==> src/rtl/hsi_axis_frame_source.sv <==
// AXI4-Stream frame source: emits NUM_PIXELS x NUM_BANDS beats of (seed + idx) in BIP order,
// with optional inter-beat gaps and a sticky watchdog for sinks that withhold TREADY too long.
module hsi_axis_frame_source #(
    parameter int unsigned DATA_W      = 32,
    parameter int unsigned NUM_BANDS   = 8,
    parameter int unsigned NUM_PIXELS  = 4,
    parameter int unsigned GAP_W       = 4,
    parameter int unsigned STALL_LIMIT = 1024
) (
    input  logic                                      ap_clk,
    input  logic                                      ap_rst_n,
    input  logic                                      ap_start,
    output logic                                      ap_done,
    output logic                                      ap_idle,
    input  logic [DATA_W-1:0]                         seed,
    input  logic [GAP_W-1:0]                          gap_cycles,
    output logic [DATA_W-1:0]                         in_stream_TDATA,
    output logic                                      in_stream_TVALID,
    input  logic                                      in_stream_TREADY,
    output logic                                      in_stream_TLAST,
    output logic [$clog2(NUM_BANDS*NUM_PIXELS+1)-1:0] beat_count,
    output logic                                      stall_timeout
);

    localparam int unsigned N       = NUM_BANDS * NUM_PIXELS;
    localparam int unsigned IDX_W   = (N > 1) ? $clog2(N) : 1;
    localparam int unsigned CNT_W   = $clog2(N + 1);
    localparam int unsigned STALL_W = $clog2(STALL_LIMIT + 1);

    localparam logic [IDX_W-1:0]   LAST_IDX  = IDX_W'(N - 1);
    localparam logic [STALL_W-1:0] STALL_MAX = STALL_W'(STALL_LIMIT);
    localparam logic [GAP_W-1:0]   GAP_ONE   = GAP_W'(1);

    typedef enum logic [1:0] {
        StIdle,
        StSend,
        StGap,
        StDone
    } state_e;

    state_e             state_q, state_d;
    logic [IDX_W-1:0]   idx_q, idx_d;
    logic [CNT_W-1:0]   beat_cnt_q, beat_cnt_d;
    logic [DATA_W-1:0]  seed_q, seed_d;
    logic [GAP_W-1:0]   gap_q, gap_d;
    logic [GAP_W-1:0]   gap_cnt_q, gap_cnt_d;
    logic [STALL_W-1:0] stall_cnt_q, stall_cnt_d;
    logic               timeout_q, timeout_d;

    logic valid;
    logic handshake;

    assign valid     = (state_q == StSend);
    assign handshake = valid & in_stream_TREADY;

    always_comb begin
        state_d     = state_q;
        idx_d       = idx_q;
        beat_cnt_d  = beat_cnt_q;
        seed_d      = seed_q;
        gap_d       = gap_q;
        gap_cnt_d   = gap_cnt_q;
        stall_cnt_d = stall_cnt_q;
        timeout_d   = timeout_q;

        unique case (state_q)
            StIdle: begin
                if (ap_start) begin
                    seed_d      = seed;
                    gap_d       = gap_cycles;
                    idx_d       = '0;
                    beat_cnt_d  = '0;
                    stall_cnt_d = '0;
                    timeout_d   = 1'b0;
                    state_d     = StSend;
                end
            end
            StSend: begin
                if (handshake) begin
                    beat_cnt_d  = beat_cnt_q + 1'b1;
                    idx_d       = idx_q + 1'b1;
                    stall_cnt_d = '0;
                    if (idx_q == LAST_IDX) begin
                        state_d = StDone;
                    end else if (gap_q != '0) begin
                        gap_cnt_d = gap_q;
                        state_d   = StGap;
                    end
                end else if (stall_cnt_q != STALL_MAX) begin
                    stall_cnt_d = stall_cnt_q + 1'b1;
                end
            end
            StGap: begin
                if (gap_cnt_q <= GAP_ONE) begin
                    state_d = StSend;
                end else begin
                    gap_cnt_d = gap_cnt_q - 1'b1;
                end
            end
            StDone: begin
                state_d = StIdle;
            end
            default: begin
                state_d = StIdle;
            end
        endcase

        // Flag follows the counter reaching the limit; a handshake at the limit already saw it set.
        if (stall_cnt_d == STALL_MAX) begin
            timeout_d = 1'b1;
        end
    end

    always_ff @(posedge ap_clk or negedge ap_rst_n) begin
        if (!ap_rst_n) begin
            state_q     <= StIdle;
            idx_q       <= '0;
            beat_cnt_q  <= '0;
            seed_q      <= '0;
            gap_q       <= '0;
            gap_cnt_q   <= '0;
            stall_cnt_q <= '0;
            timeout_q   <= 1'b0;
        end else begin
            state_q     <= state_d;
            idx_q       <= idx_d;
            beat_cnt_q  <= beat_cnt_d;
            seed_q      <= seed_d;
            gap_q       <= gap_d;
            gap_cnt_q   <= gap_cnt_d;
            stall_cnt_q <= stall_cnt_d;
            timeout_q   <= timeout_d;
        end
    end

    // Data derives from latched seed and idx only, so it is stable for as long as the beat waits.
    assign in_stream_TVALID = valid;
    assign in_stream_TDATA  = valid ? (seed_q + DATA_W'(idx_q)) : '0;
    assign in_stream_TLAST  = valid && (idx_q == LAST_IDX);
    assign ap_done          = (state_q == StDone);
    assign ap_idle          = (state_q == StIdle);
    assign beat_count       = beat_cnt_q;
    assign stall_timeout    = timeout_q;

endmodule

==> config.mk <==
export PLATFORM = sky130hd
export DESIGN_NAME = hsi_axis_frame_source
export DESIGN_NICKNAME = d
export VERILOG_FILES = /design/src/rtl/hsi_axis_frame_source.sv
export SDC_FILE = /design/constraint.sdc
export NUM_CORES = 1
export LEC_CHECK = 0
export CAP_MARGIN = 20
export CORE_MARGIN = 5
export CORE_UTILIZATION = 30
export CTS_BUF_LIST = sky130_fd_sc_hd__clkbuf_8
export CTS_CLUSTER_SIZE = 30
export DETAILED_ROUTE_END_ITERATION = 8
export PLACE_DENSITY = 0.52
export SLEW_MARGIN = 20
export SYNTH_ARGS = -nofsm -noshare
export SYNTH_HDL_FRONTEND = slang
export SYNTH_SLANG_ARGS = --single-unit
==> constraint.sdc <==
create_clock -name ap_clk -period 3.07 [get_ports ap_clk]
set_clock_uncertainty 0.2 [all_clocks]
set_input_delay 0.7675 -clock ap_clk [delete_from_list [all_inputs] [get_ports ap_clk]]
set_output_delay 0.7675 -clock ap_clk [all_outputs]
set_load 0.02 [all_outputs]
* Word level (Yosys, flattened, before mapping)
Cells that the tools add are included.
** Storage, ports and cells
- Flip-flop bits (word level) :: 65
- Input port bits :: 40
- Output and inout bits :: 43
- Word-level logic and storage cells :: 65
** Cells by class
- $add $sub $neg :: 5
- Magnitude comparators :: 1
- Eq/ne operators :: 13
- Mux-type cells :: 25
- Bitwise gates (word level) :: 1
- Reduce and logical (&&, ||, !) cells :: 12
** Operators by type and width (number)
- $mux 11 :: 3
- $add 32x5->32 :: 1
- $mux 32 :: 1
- $pmux 11 s2 :: 1
- $mux 4 :: 4
- $mux 6 :: 2
- $pmux 6 s2 :: 1
- $add 11x1->11 const B :: 1
- $eq 11x11->1 const B :: 1
- $ne 11x11->1 const B :: 1
- $mux 2 :: 5
- $mux 5 :: 2
- $pmux 5 s2 :: 1
- $ne 2x2->1 const B :: 4
- $pmux 2 s4 :: 1
- $pmux 4 s2 :: 1
- $reduce_bool 2->1 :: 4
- $add 6x1->6 const B :: 1
- $add 5x1->5 const B :: 1
- $eq 5x5->1 const B :: 1
- $reduce_and 5->1 :: 1
- $eq 2x2->1 const B :: 2
- $le 4x1->1 const B :: 1
- $ne 2x1->1 const B :: 2
- other kinds (11) :: 14

* Longest topological paths before layout
- Depth in word-level cells :: 7
- Gate-level depth with buffers :: 9
- Gate-level depth less buffers :: 8

* Worst setup path before layout
No wires, ideal clock.
- Path type :: reg2out
- Start :: register idx_q[0]
- End :: output port in_stream_TDATA[22]
- Arrival time :: 2449 ps
- Required time :: 2102 ps
- Setup slack :: -347 ps
- Stages on the path, launching flop included :: 10
- Buffers on the path :: 1
- Cell sequence :: dfrtp_1 -> ha_1 -> fa_1 -> a21o_1 -> a21o_1 -> a21oi_1 -> clkbuf_1 -> nor4_1 -> xnor2_1 -> nor2_1
** On the way
- Cells in the longest elaborated chain, start to end :: 2
** RTL lines
- from (decl) :: RTL line 42 : logic [IDX_W-1:0] idx_q, idx_d;
- from (signal assigned) :: RTL line 126 : idx_q <= idx_d;
- $add 32x5->32 :: RTL line 138 : assign in_stream_TDATA = valid ? (seed_q + DATA_W'(idx_q)) : '0;
- $mux 32 :: RTL line 138
- to (decl) :: RTL line 17 : output logic [DATA_W-1:0] in_stream_TDATA,
Every way passes these cells.

* Worst setup path in the final report
- Start :: register seed_q[0]
- End :: output port in_stream_TDATA[26]
** On the way
- Cells in the longest elaborated chain, start to end :: 2
** RTL lines
- from (decl) :: RTL line 44 : logic [DATA_W-1:0] seed_q, seed_d;
- from (signal assigned) :: RTL line 119 : seed_q <= '0;
- from (signal assigned) :: RTL line 128 : seed_q <= seed_d;
- $add 32x5->32 :: RTL line 138
- $mux 32 :: RTL line 138
Every way passes these cells.

==> flow_results.xml <==
<?xml version="1.0" encoding="UTF-8"?>
<metrics>
  <group name="layout">
    <metric name="drive_gt1_share" unit="%">40.0</metric>
    <metric name="layout.cells.most_common" unit="">sky130_fd_sc_hd__buf_4</metric>
    <metric name="finalInstanceArea" unit="µm²">6130</metric>
    <metric name="antennaDiodeCount" unit="">0</metric>
    <metric name="instances_no_fill" unit="">754</metric>
    <metric name="fin_nets" unit="">630</metric>
    <metric name="layout_common_cells" unit="">sky130_fd_sc_hd__buf_4, sky130_fd_sc_hd__dfrtp_1, sky130_fd_sc_hd__clkdlybuf4s50_1</metric>
    <metric name="flow.area_growth_from_synthesis" unit="%">55.8</metric>
    <metric name="num-fill-cells" unit="">1229</metric>
  </group>
  <group name="sta">
    <metric name="period_minus_slack" unit="ns">3.51</metric>
    <metric name="rsz0062_at_grt" unit="">true</metric>
    <metric name="tightestPinTransition" unit="ns">0.623</metric>
    <metric name="timing.final.ws_setup" unit="ns">-0.444</metric>
    <metric name="fin_worst_hold_slack" unit="ns">0.226</metric>
    <metric name="report.final.hold_viol_count" unit="">0</metric>
    <metric name="timing.max_slew.rel_slack" unit="%">58.5</metric>
    <metric name="setup_viol_count_final" unit="">28</metric>
    <metric name="achievable-frequency" unit="GHz">0.285</metric>
    <metric name="final_period_util" unit="%">114</metric>
    <metric name="drv_slew" unit="">0</metric>
  </group>
  <group name="synth">
    <metric name="synth.distinct_cells" unit="">46</metric>
    <metric name="yosys.area_share.xor_xnor" unit="%">5.34</metric>
    <metric name="ys_warn_count" unit="">0</metric>
    <metric name="ys_async_sr_fraction" unit="%">100</metric>
    <metric name="synthCells" unit="">419</metric>
    <metric name="synth-compound-area-share" unit="%">13.4</metric>
    <metric name="count_of_state_elements_after_synthesis" unit="">65</metric>
    <metric name="synth_top_flop_cell" unit="">sky130_fd_sc_hd__dfrtp_1</metric>
    <metric name="seq_area_frac_synth" unit="%">41.3</metric>
    <metric name="synth_fa_ha_area_share" unit="%">4.32</metric>
    <metric name="synth_nets" unit="">472</metric>
    <metric name="synth_enable_flop_cells" unit="">0</metric>
    <metric name="dominant_combinational_cell_family_by_area_after_synthesis" unit="">simple AND/OR/NAND/NOR gates</metric>
    <metric name="synth_simple_gate_area_share" unit="%">22.5</metric>
    <metric name="synthMuxAreaShare" unit="%">10.0</metric>
    <metric name="synthesis.area_per_instance" unit="µm²">9.39</metric>
    <metric name="mappedNetlistArea" unit="µm²">3940</metric>
  </group>
  <group name="clocking">
    <metric name="clock_tree.buffer_depth" unit="">2</metric>
    <metric name="cts.hold.buffers_added" unit="">0</metric>
    <metric name="cts_tree" unit="">done</metric>
    <metric name="cts_num_sinks" unit="">65</metric>
    <metric name="clock_pin_slew_reported_for_the_worst_setup_and_hold_paths_after_clock_tree_synthesis" unit="ns">0.07</metric>
    <metric name="cts.htree.levels" unit="">3</metric>
    <metric name="clkLatencyLatePin" unit="ns">0.36</metric>
    <metric name="numCtsBuffers" unit="">9</metric>
    <metric name="ctsRootBufferMaster" unit="">sky130_fd_sc_hd__clkbuf_8</metric>
  </group>
  <group name="placement">
    <metric name="placed_cells" unit="">725</metric>
    <metric name="finalWeightedCongestion" unit="">0.830</metric>
    <metric name="hpwlAfterDp" unit="µm">8850</metric>
    <metric name="detailed_place.area" unit="µm²">5570</metric>
    <metric name="io_buffer_count" unit="">82</metric>
  </group>
  <group name="drt">
    <metric name="drc_errors" unit="">0</metric>
    <metric name="avgRoutedWirePerCell" unit="µm">16.1</metric>
    <metric name="drt.antenna.violating_nets" unit="">0</metric>
    <metric name="vias_per_cell" unit="">5.01</metric>
    <metric name="firstDrtPassIters" unit="">4</metric>
    <metric name="wl" unit="µm">12200</metric>
    <metric name="detail_route.iter0.violations" unit="">238</metric>
    <metric name="vias" unit="">3777</metric>
  </group>
  <group name="floorplanning">
    <metric name="core_region_area" unit="µm²">12700</metric>
    <metric name="floorplan.die.width" unit="µm">125</metric>
    <metric name="die_h" unit="µm">125</metric>
    <metric name="core.rowCount" unit="">41</metric>
    <metric name="design.portCount" unit="">83</metric>
    <metric name="initial_utilization" unit="%">30.9</metric>
    <metric name="fp.dieArea" unit="µm²">15500</metric>
  </group>
  <group name="setup_path">
    <metric name="data_required_time_at_the_worst_endpoint" unit="ns">2.10</metric>
    <metric name="crit_type" unit="">register to primary output</metric>
    <metric name="crit_path_top_delay_cell" unit="">sky130_fd_sc_hd__dfrtp_1</metric>
    <metric name="critical_path_cell_sequence" unit="">ha_4 &gt; fa_2 &gt; a21o_1 &gt; a21o_1 &gt; a21oi_4 &gt; buf_8 &gt; nor4_2 &gt; xnor2_1 &gt; nor2_2 &gt; buf_6</metric>
    <metric name="worstPathMaxFanout" unit="">7</metric>
    <metric name="cp.buffers_inverters" unit="">2</metric>
    <metric name="cp_common_cell" unit="">sky130_fd_sc_hd__a21o_1</metric>
    <metric name="timing.critical_path.to_type" unit="">primary output</metric>
    <metric name="critPathMaxStageDelay" unit="ns">0.41</metric>
    <metric name="crit_family" unit="">compound AO/OA/AOI/OAI gates</metric>
    <metric name="worst_setup_sp_type" unit="">register</metric>
    <metric name="arrival" unit="ns">2.55</metric>
  </group>
  <group name="run_status">
    <metric name="violations" unit="">setup timing</metric>
    <metric name="outcome" unit="">complete, but fails checks</metric>
  </group>
  <group name="power">
    <metric name="powerDensity" unit="nW/µm²">916</metric>
    <metric name="static-leakage-power" unit="nW">2.60</metric>
    <metric name="seqPwrFrac" unit="%">25.9</metric>
    <metric name="power_switching_share" unit="%">41.6</metric>
    <metric name="clock_power_share" unit="%">11.8</metric>
    <metric name="internal_power" unit="mW">3.28</metric>
    <metric name="max-vdd-ir-drop" unit="mV">0.414</metric>
    <metric name="comb_power_share" unit="%">62.3</metric>
    <metric name="p_sw" unit="mW">2.34</metric>
  </group>
  <group name="global_route">
    <metric name="number_of_antenna_violations_at_the_first_check_in_global_routing" unit="">0</metric>
    <metric name="grt_first_pass_wirelength" unit="µm">19800</metric>
    <metric name="maximum_number_of_pins_on_one_net_before_global_route_repair" unit="">31</metric>
    <metric name="first_global_vias" unit="">3919</metric>
    <metric name="groute.usage.overall" unit="%">15.6</metric>
    <metric name="grt.overflow.total" unit="">0</metric>
  </group>
  <group name="hold_path">
    <metric name="worstHoldPathType" unit="">input pin to async pin</metric>
  </group>
  <group name="flow_run">
    <metric name="max_cap_viol_count" unit="">0</metric>
  </group>
</metrics>
==> worst register-to-register path, stage by stage (launching register included) <==
cell and delay [ns]:
sky130_fd_sc_hd__dfrtp_1 0.50, sky130_fd_sc_hd__ha_1 0.27, sky130_fd_sc_hd__and4_1 0.30, sky130_fd_sc_hd__and2_1 0.23, sky130_fd_sc_hd__nand3_1 0.10, sky130_fd_sc_hd__o31ai_1 0.29
sky130_fd_sc_hd__o2111ai_1 0.21, sky130_fd_sc_hd__o31ai_1 0.22
==> layout make-up <==
| cell class | instances | area, µm² | area share, % |
|---|---|---|---|
| Clock inverter | 5 | 22.5 | 0.367 |
| Tap cell | 172 | 215 | 3.51 |
| Clock buffer | 11 | 151 | 2.47 |
| Sequential cell | 65 | 1630 | 26.5 |
| Timing Repair Buffer | 168 | 1550 | 25.3 |
| Multi-Input combinational cell | 323 | 2520 | 41.1 |
| Inverter | 10 | 41.3 | 0.673 |
==> metal layers <==
metal  vias to the layer above  wire, µm  track usage (%)  share of wire [%]
met4                         0       181             4.58                1.5
met1                      1841      5260             18.8                 43
met5                         -         0                0                  0
met2                        87      5960             26.2                 49
met3                        15       781             5.66                6.4
li1                       1834         -                -                  -
==> Yosys cell counts, types with 5 or more instances <==
library cell	count	area share (%)
sky130_fd_sc_hd__o21ai_0	33	4.2
sky130_fd_sc_hd__nor3_1	5	0.64
sky130_fd_sc_hd__dfrtp_1	65	41
sky130_fd_sc_hd__xor2_1	8	1.8
sky130_fd_sc_hd__inv_1	10	0.95
sky130_fd_sc_hd__nand4_1	9	1.4
sky130_fd_sc_hd__or4_1	6	1.1
sky130_fd_sc_hd__xnor2_1	16	3.6
sky130_fd_sc_hd__clkbuf_1	18	1.7
sky130_fd_sc_hd__and2_1	7	1.1
sky130_fd_sc_hd__nor2_1	35	3.3
sky130_fd_sc_hd__nand3_1	19	2.4
sky130_fd_sc_hd__nor4_1	7	1.1
sky130_fd_sc_hd__nand2_1	36	3.4
sky130_fd_sc_hd__o31ai_1	7	1.3
sky130_fd_sc_hd__a21oi_1	20	2.5
sky130_fd_sc_hd__ha_1	12	3.8
sky130_fd_sc_hd__mux2_2	35	10
sky130_fd_sc_hd__and3_1	7	1.1
sky130_fd_sc_hd__or3_1	11	1.7
sky130_fd_sc_hd__nor3b_1	6	1.1
sky130_fd_sc_hd__a21o_1	6	1.1
sky130_fd_sc_hd__nand2b_1	5	0.79
==> sequential cells by signal (all words and copies together), names as in the netlist <==
signal	flops
state_q	2
beat_count	6
gap_q	4
seed_q	32
gap_cnt_q	4
idx_q	5
stall_timeout	1
stall_cnt_q	11
==> path summary, 6_finish.rpt <==
kind                            slack [ns]                      start  depth (start not counted)                        end
worst max register to register        0.66   stall_cnt_q[0]$_DFF_PN0_                          7  stall_timeout$_DFFE_PN0P_
max in group asynchronous             1.75                   ap_rst_n                          2     seed_q[23]$_DFFE_PN0P_
min in group ap_clk                   0.29  stall_timeout$_DFFE_PN0P_                          2  stall_timeout$_DFFE_PN0P_
worst min register to register        0.29  stall_timeout$_DFFE_PN0P_                          2  stall_timeout$_DFFE_PN0P_
worst min-delay path                  0.23                   ap_rst_n                          1  beat_count[5]$_DFFE_PN0P_
worst max-delay path                 -0.44      seed_q[0]$_DFFE_PN0P_                         10        in_stream_TDATA[26]
==> power groups by stage <==
stage               sequential (mW)  combinational (mW)  clock, mW
floorplan                      1.50                1.68          0
detailed placement             1.46                3.26          0
global route                   1.50                3.81      0.723
CTS                            1.45                3.34      0.695
global placement               1.45                3.24          0
finish                         1.46                3.50      0.662
==> logic make-up after synthesis <==
family,Yosys count
adder cells (fa/ha/maj),13
AND/OR/NAND/NOR,165
multiplexers,35
flip-flops,65
AO/OA/AOI/OAI,86
buffers and inverters,31
XOR/XNOR,24
==> metrics by stage <==
step	util, %	setup WS [ns]	total power, mW	setup TNS, ns
2_1_floorplan	-	0.00387	3.18	0
3_3_place_gp	43.8	-0.467	4.69	-10.52
3_5_place_dp	43.8	-0.522	4.72	-11.10
4_1_cts	46.4	-0.470	5.49	-10.25
5_1_grt	48.2	-0.552	6.03	-13.41
6_report	48.2	-0.444	5.62	-10.14
==> repair_timing <==
item | in CTS | in global routing
buffers inserted | 7 | 6
gates cloned | 1 | 1
gates resized for setup | 182 | 54
endpoints found under the setup margin | 33 | 31
pin swaps | 28 | 37
Note: power is estimated with default switching activity, not from simulation.
